`src/rtl/mem_master_pkg.sv`:
```
// rtl/mem_master_pkg.sv - shared state encoding and sizing constants for mem_master
package mem_master_pkg;

  typedef enum logic [1:0] {
    IDLE    = 2'd0,
    WR      = 2'd1,
    RD      = 2'd2,
    RD_TAIL = 2'd3
  } state_t;

  localparam int DEF_AW    = 8;
  localparam int DEF_DW    = 8;
  localparam int MAX_BEATS = 4;
  localparam int BEAT_W    = $clog2(MAX_BEATS);

endpackage

```
`src/rtl/mem_master.sv`:
```
// rtl/mem_master.sv - single-request initiator for a synchronous single-port memory
// Define MEM_MASTER_BURST_EN for 1..4 beat auto-incrementing read bursts.
module mem_master
  import mem_master_pkg::*;
#(
  parameter int AW = DEF_AW,
  parameter int DW = DEF_DW
) (
  input  logic          clk,
  input  logic          rst_n,
  input  logic          req_valid,
  output logic          req_ready,
  input  logic          req_write,
  input  logic [AW-1:0] req_addr,
  input  logic [DW-1:0] req_wdata,
  input  logic [1:0]    req_len,
  output logic          rsp_valid,
  output logic [DW-1:0] rsp_data,
  output logic          rsp_last,
  output logic          wr_done,
  output logic [AW-1:0] mem_addr,
  output logic [DW-1:0] mem_data,
  output logic          mem_write,
  input  logic [DW-1:0] mem_q
);

  state_t        state_q, state_d;
  logic [AW-1:0] mem_addr_q, mem_addr_d;
  logic [DW-1:0] mem_data_q, mem_data_d;
  logic          mem_write_q, mem_write_d;
  logic [DW-1:0] rsp_data_q, rsp_data_d;
  logic          rsp_valid_q, rsp_valid_d;
  logic          rsp_last_q, rsp_last_d;
  logic          wr_done_q, wr_done_d;

`ifdef MEM_MASTER_BURST_EN
  logic [BEAT_W-1:0] beat_q, beat_d;
  logic [BEAT_W-1:0] len_q, len_d;
`else
  logic unused_len;
  assign unused_len = ^req_len;
`endif

  always_ff @(posedge clk or negedge rst_n) begin
    if (!rst_n) begin
      state_q     <= IDLE;
      mem_addr_q  <= '0;
      mem_data_q  <= '0;
      mem_write_q <= 1'b0;
      rsp_data_q  <= '0;
      rsp_valid_q <= 1'b0;
      rsp_last_q  <= 1'b0;
      wr_done_q   <= 1'b0;
`ifdef MEM_MASTER_BURST_EN
      beat_q      <= '0;
      len_q       <= '0;
`endif
    end else begin
      state_q     <= state_d;
      mem_addr_q  <= mem_addr_d;
      mem_data_q  <= mem_data_d;
      mem_write_q <= mem_write_d;
      rsp_data_q  <= rsp_data_d;
      rsp_valid_q <= rsp_valid_d;
      rsp_last_q  <= rsp_last_d;
      wr_done_q   <= wr_done_d;
`ifdef MEM_MASTER_BURST_EN
      beat_q      <= beat_d;
      len_q       <= len_d;
`endif
    end
  end

  always_comb begin
    state_d     = state_q;
    mem_addr_d  = mem_addr_q;
    mem_data_d  = mem_data_q;
    mem_write_d = 1'b0;
    rsp_data_d  = rsp_data_q;
    rsp_valid_d = 1'b0;
    rsp_last_d  = 1'b0;
    wr_done_d   = 1'b0;
`ifdef MEM_MASTER_BURST_EN
    beat_d      = beat_q;
    len_d       = len_q;
`endif
    unique case (state_q)
      IDLE: begin
        if (req_valid) begin
          mem_addr_d  = req_addr;
          mem_data_d  = req_wdata;
          mem_write_d = req_write;
          state_d     = req_write ? WR : RD;
`ifdef MEM_MASTER_BURST_EN
          beat_d      = '0;
          len_d       = req_len;
`endif
        end
      end
      WR: begin
        wr_done_d = 1'b1;
        state_d   = IDLE;
      end
      RD: begin
`ifdef MEM_MASTER_BURST_EN
        // mem_q carries the beat issued one cycle earlier, so nothing to take on beat 0
        if (beat_q != '0) begin
          rsp_data_d  = mem_q;
          rsp_valid_d = 1'b1;
        end
        if (beat_q == len_q) begin
          state_d = RD_TAIL;
        end else begin
          beat_d     = beat_q + BEAT_W'(1);
          mem_addr_d = mem_addr_q + AW'(1);
        end
`else
        state_d = RD_TAIL;
`endif
      end
      RD_TAIL: begin
        rsp_data_d  = mem_q;
        rsp_valid_d = 1'b1;
        rsp_last_d  = 1'b1;
        state_d     = IDLE;
      end
      default: state_d = IDLE;
    endcase
  end

  assign req_ready = (state_q == IDLE);
  assign rsp_valid = rsp_valid_q;
  assign rsp_data  = rsp_data_q;
  assign rsp_last  = rsp_last_q;
  assign wr_done   = wr_done_q;
  assign mem_addr  = mem_addr_q;
  assign mem_data  = mem_data_q;
  assign mem_write = mem_write_q;

endmodule
```
`config.mk`:
```
export PLATFORM = sky130hd
export DESIGN_NAME = mem_master
export DESIGN_NICKNAME = d
export VERILOG_FILES = /design/src/rtl/mem_master_pkg.sv /design/src/rtl/mem_master.sv
export SDC_FILE = /design/constraint.sdc
export NUM_CORES = 1
export LEC_CHECK = 0
export ABC_AREA = 0
export BUFFER_PORTS_ARGS = -buffer_cell sky130_fd_sc_hd__buf_4
export CORE_MARGIN = 2
export CORE_UTILIZATION = 44
export CTS_CLUSTER_DIAMETER = 50
export DETAILED_ROUTE_END_ITERATION = 12
export PLACE_DENSITY = 0.78
export SLEW_MARGIN = 20
export SYNTH_ARGS = -nofsm -noshare
export SYNTH_HDL_FRONTEND = slang
export SYNTH_SLANG_ARGS = --single-unit
```
`constraint.sdc`:
```
create_clock -name clk -period 2 [get_ports clk]
set_clock_uncertainty 0.2 [all_clocks]
set_input_delay 0.6 -clock clk [delete_from_list [all_inputs] [get_ports clk]]
set_output_delay 0.6 -clock clk [all_outputs]
set_load 0.005 [all_outputs]
```
==> impl_metrics.py <==
metrics = {
    "hold_path": {
        "min-delay-start": "req_addr[7]",
        "hp-class": "primary input to flop",
        "hold_end": "mem_addr[7]",
        "min_path_cells": 2,
    },
    "timing": {
        "rsz0062_at_grt": "false",
        "worst_slew_pin_slew_ns": 0.3612,
        "relSlewSlack_pct": 75.86,
        "fin_crit_sh_pct": 93.17,
        "setup_viol": 0,
        "maxSlewViolCount": 0,
        "clock.fmax_mhz": 536.7,
        "fin_crit_ns": 1.863,
        "hold_viol_final": 0,
        "final.setup.tns_ns": 0,
    },
    "floorplan": {
        "coreArea_um2": 2455,
        "dieArea_um2": 3007,
        "fp.dieH_um": 54.84,
        "io_pins": 59,
        "start_util_pct": 46.33,
        "die_w_um": 54.84,
        "rows": 18,
    },
    "setup_path": {
        "max_stage_delay_ns": 0.48,
        "rr_worst_depth": 3,
        "critical_path.top_delay_family": "flip-flops",
        "cp_max_fo": 7,
        "critPathRequiredTime_ns": 1.20,
        "path_buf_inv": 1,
        "r2r_end": "mem_addr[0]",
        "critPathSlowestCell": "dfrtp_1",
        "endpoint_kind": "output port",
        "reg2reg_slack_ns": 0.43,
        "crit_chain": "nor2_1 > buf_4",
        "arrival_ns": 1.06,
        "crit_path_start_kind": "flop",
        "path_class": "flop to output port",
        "timing.rr.start": "state_q[1]",
    },
    "yosys": {
        "synth_top_cell_area_share_pct": 63.81,
        "ys_top_cells_by_area": "dfrtp_1 (64%), mux2_2 (14%), mux2_4 (13%)",
        "ys_seq_area_share_pct": 63.81,
        "synth-edff-count": 0,
        "synthFlopType": "dfrtp_1",
        "yosysUniqueCellTypes": 14,
        "async_flop_share_pct": 100.0,
        "synth_top_family_by_area": "multiplexers",
        "synthXorXnorAreaFrac_pct": 0,
        "syn_avg_cell_area_um2": 16.98,
        "yosys-mux-area-fraction_pct": 27.06,
        "yosysWarnings": 0,
        "syn_inst": 67,
        "synth_nets": 97,
        "synth_compound_area_share_pct": 0.8801,
        "synthTopCellsByCount": "dfrtp_1 (29), mux2_2 (14), mux2_4 (10)",
        "synth.most_common_cell": "dfrtp_1",
        "ys_ff_latch": 29,
        "syn-cell-area_um2": 1137,
        "synth_top_area_cell": "dfrtp_1",
        "yosys.area_share.adder_pct": 0,
        "yosys.area_share.simple_pct": 4.180,
    },
    "cts": {
        "clock_path_buffers": 2,
        "clk_pin_slew_worst_paths_ns": 0.09,
        "clkSinkCount": 29,
        "cts_root_buffer": "clkbuf_4",
        "cts_tree": "done",
        "cts_buffers": 5,
        "insertion_delay_ns": 0.32,
        "cts_htree_levels": 2,
        "ctsResizeCount": 0,
    },
    "route": {
        "drcViolationCount": 0,
        "drt-total-wl_um": 2237,
        "via_per_inst": 4.752,
        "antenna_left": 0,
        "dr.pass1.iters": 2,
        "vias": 765,
        "post_drt_wl_per_cell_um": 13.89,
        "drt-initial-drc-count": 2,
    },
    "power": {
        "power.share.sequential_pct": 42.0,
        "switchingPower_mw": 0.6986,
        "leakage_nw": 0.8382,
        "internal_power_mw": 1.817,
        "clockPowerShare_pct": 15.8,
        "pwr-share-comb_pct": 42.2,
        "switching_share_pct": 27.77,
        "power.density_nw_per_um2": 1512,
        "ir_worst_vdd_v": 0.0009901,
    },
    "cells_and_area": {
        "n_antenna_cell": 0,
        "n_fill_cell": 190,
        "fin_area_um2": 1664,
        "drive_gt1_share_pct": 69.47,
        "syn_to_final_growth_pct": 46.31,
        "nNetsFinal": 160,
    },
    "placed_design": {
        "dp_hpwl_um": 1669,
        "portBuffers": 56,
        "gp_congestion": 0.6063,
        "place_area_um2": 1584,
    },
    "global_routing": {
        "gr-usage-all-layers_pct": 16.68,
        "grt_pass1_wl_um": 3249,
        "met3_usage_pct": 8.197,
        "met2_usage_pct": 27.18,
        "met1_usage_pct": 17.05,
        "grt_pass1_vias": 756,
        "grt_max_degree": 30,
        "grt.busiest_layer": "met2",
        "antenna_found_initial": 0,
        "grt-ovfl-total": 0,
    },
    "flow_run": {
        "cap_viol_max_count": 0,
    },
    "run_status": {
        "status": "finished, final reports clean",
    },
}
worst max-delay path by stage:
| stage | start | end | cells after the start |
|---|---|---|---|
| 2_1_floorplan | req_valid | mem_addr[2] | 3 |
| 3_3_place_gp | req_valid | mem_data[6] | 4 |
| 3_5_place_dp | req_valid | mem_addr[0] | 4 |
| 4_1_cts | state_q[1] | req_ready | 2 |
| 5_1_grt | state_q[0] | req_ready | 2 |
| 6_report | state_q[0] | req_ready | 2 |
final cells by class:
type | count | area [um^2] | area share, %
Timing Repair Buffer | 59 | 457.9 | 27.52
Inverter | 2 | 7.507 | 0.4511
Tap cell | 30 | 37.54 | 2.256
Clock inverter | 1 | 5.005 | 0.3008
Sequential cell | 29 | 725.7 | 43.61
Clock buffer | 7 | 65.06 | 3.910
Multi-Input combinational cell | 33 | 365.4 | 21.95
cells by family after synthesis:
| family | after synthesis |
|---|---|
| muxes | 24 |
| AOI/OAI and AO/OA | 2 |
| DFF | 29 |
| and+or+nand+nor | 7 |
| buffers and inverters | 5 |
layer usage:
metal / routed length [um] / vias up / part of all wire [%]
met5: 0 / - / 0
li1: - / 352 / -
met3: 176 / 6 / 7.9
met1: 858 / 375 / 38
met2: 1152 / 32 / 51
met4: 51 / 0 / 2.3
metrics by stage:
stage               hold slack, ns  worst slack (ns)  std cells  util [%]  total power, mW
floorplan                   0.1044            0.2594         67         -            1.580
global route                0.2757           0.06894        161     67.79            2.688
detailed placement          0.2960            0.2170        152     64.53            2.146
finish                      0.3020            0.1366        161     67.79            2.516
global placement            0.2901            0.2378        152     64.53            2.095
CTS                         0.2815            0.1068        161     67.79            2.557
registers in the layout, indices dropped and copies added (netlist names):
| signal | cells |
|---|---|
| wr_done | 1 |
| mem_data | 8 |
| rsp_last | 1 |
| rsp_data | 8 |
| state_q | 2 |
| mem_write | 1 |
| mem_addr | 8 |
power by group through the flow:
stage / registers, mW / logic [mW] / clock network (mW)
after floorplan: 1.06 / 0.523 / 0
after global placement: 1.04 / 1.05 / 0
after detailed placement: 1.07 / 1.08 / 0
after CTS: 1.06 / 1.08 / 0.415
after global routing: 1.09 / 1.15 / 0.442
final: 1.06 / 1.06 / 0.397
cell usage in the layout, fill, tap and decap left out, drive strengths merged:
cell type and n:
a21oi 2, buf 58, clkbuf 7, clkinv 1
dfrtp 29, dlygate4sd3 1, inv 2, mux2 24
nand2 2, nand2b 1, nor2 1, nor2b 1
nor3 1, nor3b 1
timing repair:
action / CTS / global route
endpoints found under the setup margin: 0 / 0
setup buffers: 0 / 0
endpoints found under the hold margin: 29 / 0
hold buffers: 1 / 0
(Power assumes the default switching activity.)
